**config.mk**
```make
export PLATFORM = sky130hd
export DESIGN_NAME = relm_fp_normalize
export DESIGN_NICKNAME = d
export VERILOG_FILES = /design/src/rtl/relm_fp_normalize.sv
export SDC_FILE = /design/constraint.sdc
export NUM_CORES = 1
export LEC_CHECK = 0
export CAP_MARGIN = 0
export CORE_ASPECT_RATIO = 2
export CORE_UTILIZATION = 50
export CTS_CLUSTER_DIAMETER = 30
export DETAILED_ROUTE_END_ITERATION = 8
export GPL_ROUTABILITY_DRIVEN = 0
export HOLD_SLACK_MARGIN = 0.1
export PLACE_DENSITY = 0.79
export RECOVER_POWER = 100
export SLEW_MARGIN = 20
export SYNTH_ARGS = -nofsm -noshare
export SYNTH_HDL_FRONTEND = slang
export SYNTH_SLANG_ARGS = --single-unit
export TNS_END_PERCENT = 50
```
**constraint.sdc**
```tcl
create_clock -name clk -period 11.3 [get_ports clk]
set_clock_uncertainty 0.15 [all_clocks]
set_input_delay 2.26 -clock clk [delete_from_list [all_inputs] [get_ports clk]]
set_output_delay 2.26 -clock clk [all_outputs]
set_load 0.05 [all_outputs]
```
**src/rtl/relm_fp_normalize.sv**
```systemverilog
// Three-stage post-normalise / round-to-nearest-even / pack stage for the FADD and FMUL mantissa and info words.
// Optional sticky exception flags (status_out, status_clr) exist only when RELM_FP_STATUS_EN is defined.
module relm_fp_normalize #(
    parameter int WD     = 32,
    parameter int STAGES = 3
) (
    input  logic          clk,
    input  logic          rst_n,
    input  logic          in_valid,
    output logic          in_ready,
    input  logic [WD-1:0] m_in,
    input  logic [WD-1:0] info_in,
    output logic          out_valid,
    input  logic          out_ready,
    output logic [WD-1:0] f_out
`ifdef RELM_FP_STATUS_EN
    ,
    output logic [3:0]    status_out,
    input  logic          status_clr
`endif
);

    logic s1_valid_reg, s2_valid_reg, s3_valid_reg;
    logic s1_ready, s2_ready, s3_ready;

    // Each stage may load when it is empty or its occupant moves on this cycle.
    assign s3_ready  = !s3_valid_reg || out_ready;
    assign s2_ready  = !s2_valid_reg || s3_ready;
    assign s1_ready  = !s1_valid_reg || s2_ready;
    assign in_ready  = s1_ready;
    assign out_valid = s3_valid_reg;

    always_ff @(posedge clk or negedge rst_n) begin
        if (!rst_n) begin
            s1_valid_reg <= 1'b0;
            s2_valid_reg <= 1'b0;
            s3_valid_reg <= 1'b0;
        end else begin
            if (s1_ready) s1_valid_reg <= in_valid;
            if (s2_ready) s2_valid_reg <= s1_valid_reg;
            if (s3_ready) s3_valid_reg <= s2_valid_reg;
        end
    end

    // S1: classify and count leading zeros below the carry bit.
    logic [4:0]  lz_next;
    logic [31:0] s1_m_reg;
    logic [7:0]  s1_exp_reg;
    logic [4:0]  s1_lz_reg;
    logic        s1_sign_reg, s1_inf_reg, s1_zero_reg, s1_mzero_reg;

    // An all-zero mantissa saturates the count at 30; the result is forced later anyway.
    always_comb begin
        lz_next = 5'd30;
        for (int i = 0; i < 31; i++) begin
            if (m_in[i]) lz_next = 5'(30 - i);
        end
    end

    always_ff @(posedge clk or negedge rst_n) begin
        if (!rst_n) begin
            s1_m_reg     <= '0;
            s1_exp_reg   <= '0;
            s1_lz_reg    <= '0;
            s1_sign_reg  <= 1'b0;
            s1_inf_reg   <= 1'b0;
            s1_zero_reg  <= 1'b0;
            s1_mzero_reg <= 1'b0;
        end else if (in_valid && s1_ready) begin
            s1_m_reg     <= m_in;
            s1_exp_reg   <= info_in[30:23];
            s1_lz_reg    <= lz_next;
            s1_sign_reg  <= info_in[31];
            s1_inf_reg   <= info_in[22];
            s1_zero_reg  <= info_in[21];
            s1_mzero_reg <= (m_in == '0);
        end
    end

    // S2: normalise so the hidden one is dropped and guard/sticky line up.
    logic [30:0] shifted;
    logic [22:0] frac_next;
    logic        guard_next, sticky_next;
    logic [9:0]  e_next;

    always_comb begin
        shifted = s1_m_reg[30:0] << s1_lz_reg;
        if (s1_m_reg[31]) begin
            frac_next   = s1_m_reg[30:8];
            guard_next  = s1_m_reg[7];
            sticky_next = |s1_m_reg[6:0];
            e_next      = {2'b00, s1_exp_reg} + 10'd1;
        end else begin
            frac_next   = shifted[29:7];
            guard_next  = shifted[6];
            sticky_next = |shifted[5:0];
            e_next      = {2'b00, s1_exp_reg} - {5'd0, s1_lz_reg};
        end
    end

    logic [22:0] s2_frac_reg;
    logic [9:0]  s2_e_reg;
    logic        s2_guard_reg, s2_sticky_reg;
    logic        s2_sign_reg, s2_inf_reg, s2_zero_reg, s2_mzero_reg;

    always_ff @(posedge clk or negedge rst_n) begin
        if (!rst_n) begin
            s2_frac_reg   <= '0;
            s2_e_reg      <= '0;
            s2_guard_reg  <= 1'b0;
            s2_sticky_reg <= 1'b0;
            s2_sign_reg   <= 1'b0;
            s2_inf_reg    <= 1'b0;
            s2_zero_reg   <= 1'b0;
            s2_mzero_reg  <= 1'b0;
        end else if (s1_valid_reg && s2_ready) begin
            s2_frac_reg   <= frac_next;
            s2_e_reg      <= e_next;
            s2_guard_reg  <= guard_next;
            s2_sticky_reg <= sticky_next;
            s2_sign_reg   <= s1_sign_reg;
            s2_inf_reg    <= s1_inf_reg;
            s2_zero_reg   <= s1_zero_reg;
            s2_mzero_reg  <= s1_mzero_reg;
        end
    end

    // S3: round to nearest even, then resolve specials in priority order.
    logic        round_inc, frac_cout, nan, e_ovf, e_unf;
    logic [22:0] frac_r;
    logic [9:0]  e_r;
    logic [31:0] f_next;

    assign round_inc            = s2_guard_reg && (s2_sticky_reg || s2_frac_reg[0]);
    assign {frac_cout, frac_r}  = {1'b0, s2_frac_reg} + {23'd0, round_inc};
    assign e_r                  = s2_e_reg + {9'd0, frac_cout};
    assign nan                  = s2_inf_reg && s2_zero_reg;
    // e_r is a 10-bit two's complement value; bit 9 marks a negative exponent.
    assign e_ovf                = !e_r[9] && (e_r >= 10'd255);
    assign e_unf                = e_r[9] || (e_r == 10'd0);

    always_comb begin
        f_next = {s2_sign_reg, e_r[7:0], frac_r};
        if (nan) begin
            f_next = {s2_sign_reg, 8'hFF, 23'h400000};
        end else if (s2_inf_reg || e_ovf) begin
            f_next = {s2_sign_reg, 8'hFF, 23'h0};
        end else if (s2_zero_reg || e_unf) begin
            f_next = {s2_sign_reg, 31'h0};
        end else if (s2_mzero_reg) begin
            f_next = 32'h0;
        end
    end

    always_ff @(posedge clk or negedge rst_n) begin
        if (!rst_n) begin
            f_out <= '0;
        end else if (s2_valid_reg && s3_ready) begin
            f_out <= f_next;
        end
    end

`ifdef RELM_FP_STATUS_EN
    logic [3:0] flags_next, s3_flags_reg, status_reg, status_next;
    logic       is_normal, out_fire;

    assign is_normal = !s2_inf_reg && !s2_zero_reg && !s2_mzero_reg && !e_ovf && !e_unf;
    assign out_fire  = s3_valid_reg && out_ready;

    always_comb begin
        flags_next    = 4'b0000;
        flags_next[3] = nan;
        flags_next[2] = !s2_inf_reg && !s2_mzero_reg && e_ovf;
        flags_next[1] = !s2_inf_reg && !s2_zero_reg && !s2_mzero_reg && e_unf;
        flags_next[0] = is_normal && (s2_guard_reg || s2_sticky_reg);
    end

    // A clear coinciding with a new event keeps that event's flags.
    for (genvar gi = 0; gi < 4; gi++) begin : g_status
        assign status_next[gi] = (status_reg[gi] && !status_clr) || (out_fire && s3_flags_reg[gi]);
    end

    always_ff @(posedge clk or negedge rst_n) begin
        if (!rst_n) begin
            s3_flags_reg <= '0;
            status_reg   <= '0;
        end else begin
            if (s2_valid_reg && s3_ready) s3_flags_reg <= flags_next;
            status_reg <= status_next;
        end
    end

    assign status_out = status_reg;
`endif

    logic unused_bits;
    assign unused_bits = &{1'b0, info_in[20:0], shifted[30], STAGES[0]};

endmodule

```
==> results.toml, run 1 <==
[timing]
min_period_over_period_pct = 65.4
layout_min_cycle_time_ns = 7.39
finalSetupTns_ns = 0
hold_viol = 0
rsz0062_at_grt = "false"
finalMaxSlewViolations = 227
tightest_slew_ns = 3.96
timing.fmax_ghz = 0.135
setup_viol = 0
relSlewSlack_pct = -164
setup_slack_ns = 3.91

[finish]
nFillCells = 1271
regArea_um2 = 3080
layout-area-overhead-vs-synth_pct = 17.7
nets = 908
diodes = 0
drive_gt1_share_pct = 15.0
multi_input_area_um2 = 4270
fin_area_um2 = 9080
instances_no_fill = 1037

[drt]
num_vias = 6395
ant_nets = 0
drtIter0Drc = 469
vias_per_cell = 6.17
wl_per_cell_um = 18.1
dr.pass1.iters = 7
postRouteWirelength_um = 18800
drc = 0

[setup_path]
startpoint_type = "primary input"
cp_cell_sequence = "clkbuf_1 > clkbuf_1"
crit_slowest_cell = "clkbuf_1"
reg2regPathDepth = 13
path_depth = 2
cp_max_fo = 79
path_common_cell = "clkbuf_1"
critPathKind = "primary input to asynchronous set/reset pin"
crit_family = "buffers and inverters"
cp-end-kind = "asynchronous set/reset pin"
cp.arrival_ns = 6.86
path_buf_inv = 2
worst_ep_required_time_ns = 10.76
max_stage_delay_ns = 2.89

[yosys]
synth_edf_count = 0
synth_common_cells = "dfrtp_1, nand2_1, nor2_1"
ys_top_cells_by_area = "dfrtp_1, mux4_2, nand2_1"
seq_area_frac_synth_pct = 39.9
syn_area_um2 = 7710
ys_warn_count = 0
ys_ff_latch = 123
netlist_instances = 779
yosysTopAreaCell = "dfrtp_1"
avgSynthCellArea_um2 = 9.90
yosysTopAreaCellShare_pct = 39.9
async_reset_ff_share_pct = 100
syn-num-nets = 858
synthFlopType = "dfrtp_1"
synth_cell_types = 59

[clock_tree]
clkTransAtPathRegs_ns = 0.06
clk_path_buf_depth = 2
h-tree-depth = 4
cts_setup_buffers = 0
cts_buffers = 17
cts_resized = 0
clk_latency_ns = 0.43
cts_hold_buf = 0
cts_tree = "yes"
cts.sink_count = 123
cts_root_buf = "clkbuf_16"

[placed_design]
placed_area_um2 = 8550
hpwl_um = 13800
port_buffers = 80
pre_cts_slack_ns = 4.98
dp.cells = 1005

[pwr]
p_leak_uw = 0.00367
power_density_nw_per_um2 = 195
max-vdd-ir-drop_mv = 0.115
fin_total_pwr_uw = 1770

[floorplanning]
placementRows = 63
dieWidth_um = 89.8
io_pins = 102
dieArea_um2 = 16000
dieHeight_um = 178
start_util_pct = 51.5
coreArea_um2 = 15000

[min_path]
hold_class = "register to register"
hold_depth = 2

[status]
status = "finished with violations"
violations = "max-capacitance violations, max-slew violations"

[global_route]
grt_overflow = 0
antenna_found_initial = 0
grt_max_degree = 80
grt_use_total_pct = 25.1
grt_pass1_wl_um = 31400
grt_pass1_vias = 6205

[job]
max_cap_violations = 4
[cell type report]
class | instances | area share, %
Clock buffer | 18 | 4.73
Sequential cell | 123 | 33.9
Multi-Input combinational cell | 583 | 47.0
Tap cell | 195 | 2.69
Timing Repair Buffer | 86 | 9.12
Inverter | 18 | 0.744
Clock inverter | 14 | 1.76
[report_power, final]
| part | internal, µW | switching [µW] | leakage [µW] |
|---|---|---|---|
| clock | 330 | 214 | 0.000286 |
| combinational | 242 | 343 | 0.00190 |
| sequential | 534 | 108 | 0.00149 |
[stage by stage]
step                util, %  hold slack, ns
floorplan                 -           0.283
detailed placement     57.1           0.301
CTS                    61.0           0.311
global route           60.6           0.337
global placement       57.1           0.294
finish                 60.6           0.310
[placed cells by master, fill, tap and decap left out, types with 14 or more instances in the layout]
cell	count
nand2_1	122
dfrtp_1	122
nor2_1	48
o21ai_0	48
clkdlybuf4s50_1	44
mux2_2	41
dlygate4sd3_1	35
mux4_2	32
a21oi_1	30
nand3_1	24
xor2_1	23
and3_1	18
nor3_1	18
inv_1	17
clkbuf_16	17
nand4_1	14
mux2i_1	14
[path summary, 6_finish.rpt]
kind / from / end / slack, ns
setup / recovery: rst_n / s2_valid_reg$_DFFE_PN0P_ / 3.91
hold / removal: s1_sign_reg$_DFFE_PN0P_ / s2_sign_reg$_DFFE_PN0P_ / 0.31
setup reg to reg: s2_frac_reg[0]$_DFFE_PN0P_ / f_out[21]$_DFFE_PN0P_ / 6.16
hold reg to reg: s1_sign_reg$_DFFE_PN0P_ / s2_sign_reg$_DFFE_PN0P_ / 0.31
max in group clk: out_ready / in_ready / 4.78
min in group asynchronous: rst_n / s1_exp_reg[1]$_DFFE_PN0P_ / 2.38
[routing by layer]
metal | track usage (%) | vias up | part of all wire, %
met5 | 0 | - | 0
li1 | - | 3002 | -
met3 | 4.46 | 84 | 5.4
met2 | 45.9 | 257 | 54
met4 | 16.2 | 0 | 5.6
met1 | 26.4 | 3052 | 35
[cell families after synthesis]
kind of cell               synth area share (%)
muxes                                      17.1
adders and majority gates                  1.88
xor gates and xnor gates                   3.84
AOI/OAI and AO/OA                          15.5
DFF                                        39.9
and+or+nand+nor                            17.5
buffers and inverters                      4.25
No activity file was read; power rests on OpenSTA's default activity.
==> run 2: changes to the inputs <==
PLACE_DENSITY = 0.82   (was 0.79)
clock period = 6.2 ns   (was 11.3 ns; I/O delays follow)
==> run 2 against run 1 <==
The run still ends with max-capacitance violations, max-slew violations left. Design area rose by 0.12%. Sequential power is 84% higher. Power up 85%. Cell count about the same. Hold slack better by 0.0060 ns. Global-route usage increased by 0.47 points. Core utilization up 0.075 points. Flip-flop and latch count did not move. Critical path depth up 6. Clock power grew 91%. Critical path type is now primary input to register.
==> results.toml, run 2 (synthesis results as in run 1) <==
[clock_tree]
clk_path_buf_depth = 2
cts_hold_buf = 0
cts_resized = 0
h-tree-depth = 4
cts.sink_count = 123
clkTransAtPathRegs_ns = 0.06
clk_latency_ns = 0.42
cts_tree = "yes"
cts_buffers = 17
cts_root_buf = "clkbuf_16"
cts_setup_buffers = 0

[drt]
wl_per_cell_um = 18.9
num_vias = 6479
dr.pass1.iters = 6
ant_nets = 0
vias_per_cell = 6.25
postRouteWirelength_um = 19600
drtIter0Drc = 549
drc = 0

[setup_path]
reg2regPathDepth = 13
r2r-end = "f_out[6]$_DFFE_PN0P_"
startpoint_type = "primary input"
worst_ep_required_time_ns = 6.28
cp_max_fo = 46
critPathKind = "primary input to register"
r2r_setup_slack_ns = 1.88
max_stage_delay_ns = 1.49
crit_slowest_cell = "clkbuf_1"
r2r_start = "s2_frac_reg[0]$_DFFE_PN0P_"
cp-end-kind = "register"
cp_cell_sequence = "dlygate4sd3_1 > nor2b_1 > nand3_1 > nand2_1 > clkbuf_1 > nor4_1 > a21oi_1 > o31ai_1"
cp.arrival_ns = 4.76

[placed_design]
hpwl_um = 13900
port_buffers = 80
placed_area_um2 = 8550
pre_cts_slack_ns = 1.87

[timing]
finalSetupTns_ns = 0
relSlewSlack_pct = -44.7
hold_viol = 0
min_period_over_period_pct = 75.5
timing.fmax_ghz = 0.214
tightest_slew_ns = 2.17
rsz0062_at_grt = "false"
setup_slack_ns = 1.52
layout_min_cycle_time_ns = 4.68
setup_viol = 0
finalMaxSlewViolations = 91

[floorplanning]
dieHeight_um = 178
io_pins = 102
dieArea_um2 = 16000
dieWidth_um = 89.8
placementRows = 63
coreArea_um2 = 15000
start_util_pct = 51.5

[status]
status = "finished with violations"
violations = "max-capacitance violations, max-slew violations"

[finish]
nets = 908
multi_input_area_um2 = 4240
diodes = 0
most-common-layout-cells = "nand2_1, dfrtp_1, nor2_1"
regArea_um2 = 3080
drive_gt1_share_pct = 13.9
layout-area-overhead-vs-synth_pct = 17.8
nFillCells = 1241
fin_area_um2 = 9090

[global_route]
grt_overflow = 0
grt_pass1_vias = 6445
grt_pass1_wl_um = 31800
grt_use_total_pct = 25.6
grt_max_degree = 82
antenna_found_initial = 0

[min_path]
worstHoldStart = "f_out[21]$_DFFE_PN0P_"
hold_class = "register to register"
hold_end = "f_out[21]$_DFFE_PN0P_"
hold_depth = 2

[pwr]
power_density_nw_per_um2 = 362
max-vdd-ir-drop_mv = 0.221
p_leak_uw = 0.00369

[job]
max_cap_violations = 2
-- run 2: cell count changes in the layout (fill, tap and decap cells not counted), moves of 2 or more --
cell | previous run | this run
o31ai_1 | 12 | 21
inv_6 | 5 | 0
clkbuf_8 | 0 | 6
inv_8 | 2 | 0
o31ai_2 | 13 | 4
-- run 2: layer usage --
| layer | global-route usage [%] | share of wire, % |
|---|---|---|
| met3 | 5.10 | 5.9 |
| met2 | 47.9 | 55 |
| met1 | 25.7 | 34 |
| met4 | 16.0 | 4.8 |
| met5 | 0 | 0 |
-- run 2: final cells by class --
| class | instances | share of cell area [%] |
|---|---|---|
| multi-input combinational | 583 | 46.7 |
| sequential | 123 | 33.9 |
| timing repair buffer | 86 | 9.19 |
| clock buffer | 25 | 5.67 |
| tap | 195 | 2.68 |
| clock inverter | 6 | 1.18 |
| inverter | 18 | 0.743 |
-- run 2: power by group --
group / switching [µW] / internal, µW / total (µW)
clock network: 346 / 692 / 1040
logic: 632 / 440 / 1070
registers: 203 / 974 / 1180
-- run 2: how the worst max path moves through the flow --
stage / from / end / slack, ns / cells past startpoint
CTS: s2_frac_reg[0]$_DFFE_PN0P_ / f_out[2]$_DFFE_PN0P_ / 1.81 / 13
floorplan: s2_frac_reg[0]$_DFFE_PN0P_ / f_out[10]$_DFFE_PN0P_ / 2.55 / 17
global route: out_ready / s1_lz_reg[1]$_DFFE_PN0P_ / 1.26 / 8
detailed placement: s2_frac_reg[0]$_DFFE_PN0P_ / f_out[2]$_DFFE_PN0P_ / 1.87 / 13
global placement: out_ready / in_ready / 1.96 / 4
finish: out_ready / s1_lz_reg[1]$_DFFE_PN0P_ / 1.52 / 8
-- run 2: critical path: cells and delay by family --
| kind | cells | cell delay (ns) |
|---|---|---|
| AOI/OAI and AO/OA | 2 | 0.30 |
| and+or+nand+nor | 4 | 1.15 |
| buffers and inverters | 2 | 2.04 |
-- run 2: per-stage QoR --
step           power [µW]  utilization, %  hold WS [ns]  std cells
6_report             3290            60.7         0.316       1036
5_1_grt              3430            60.7         0.344       1036
4_1_cts              3320            61.2         0.322       1036
3_5_place_dp         2270            57.1         0.303       1005
3_3_place_gp         2240            57.1         0.294       1005
2_1_floorplan        1950               -         0.283        779
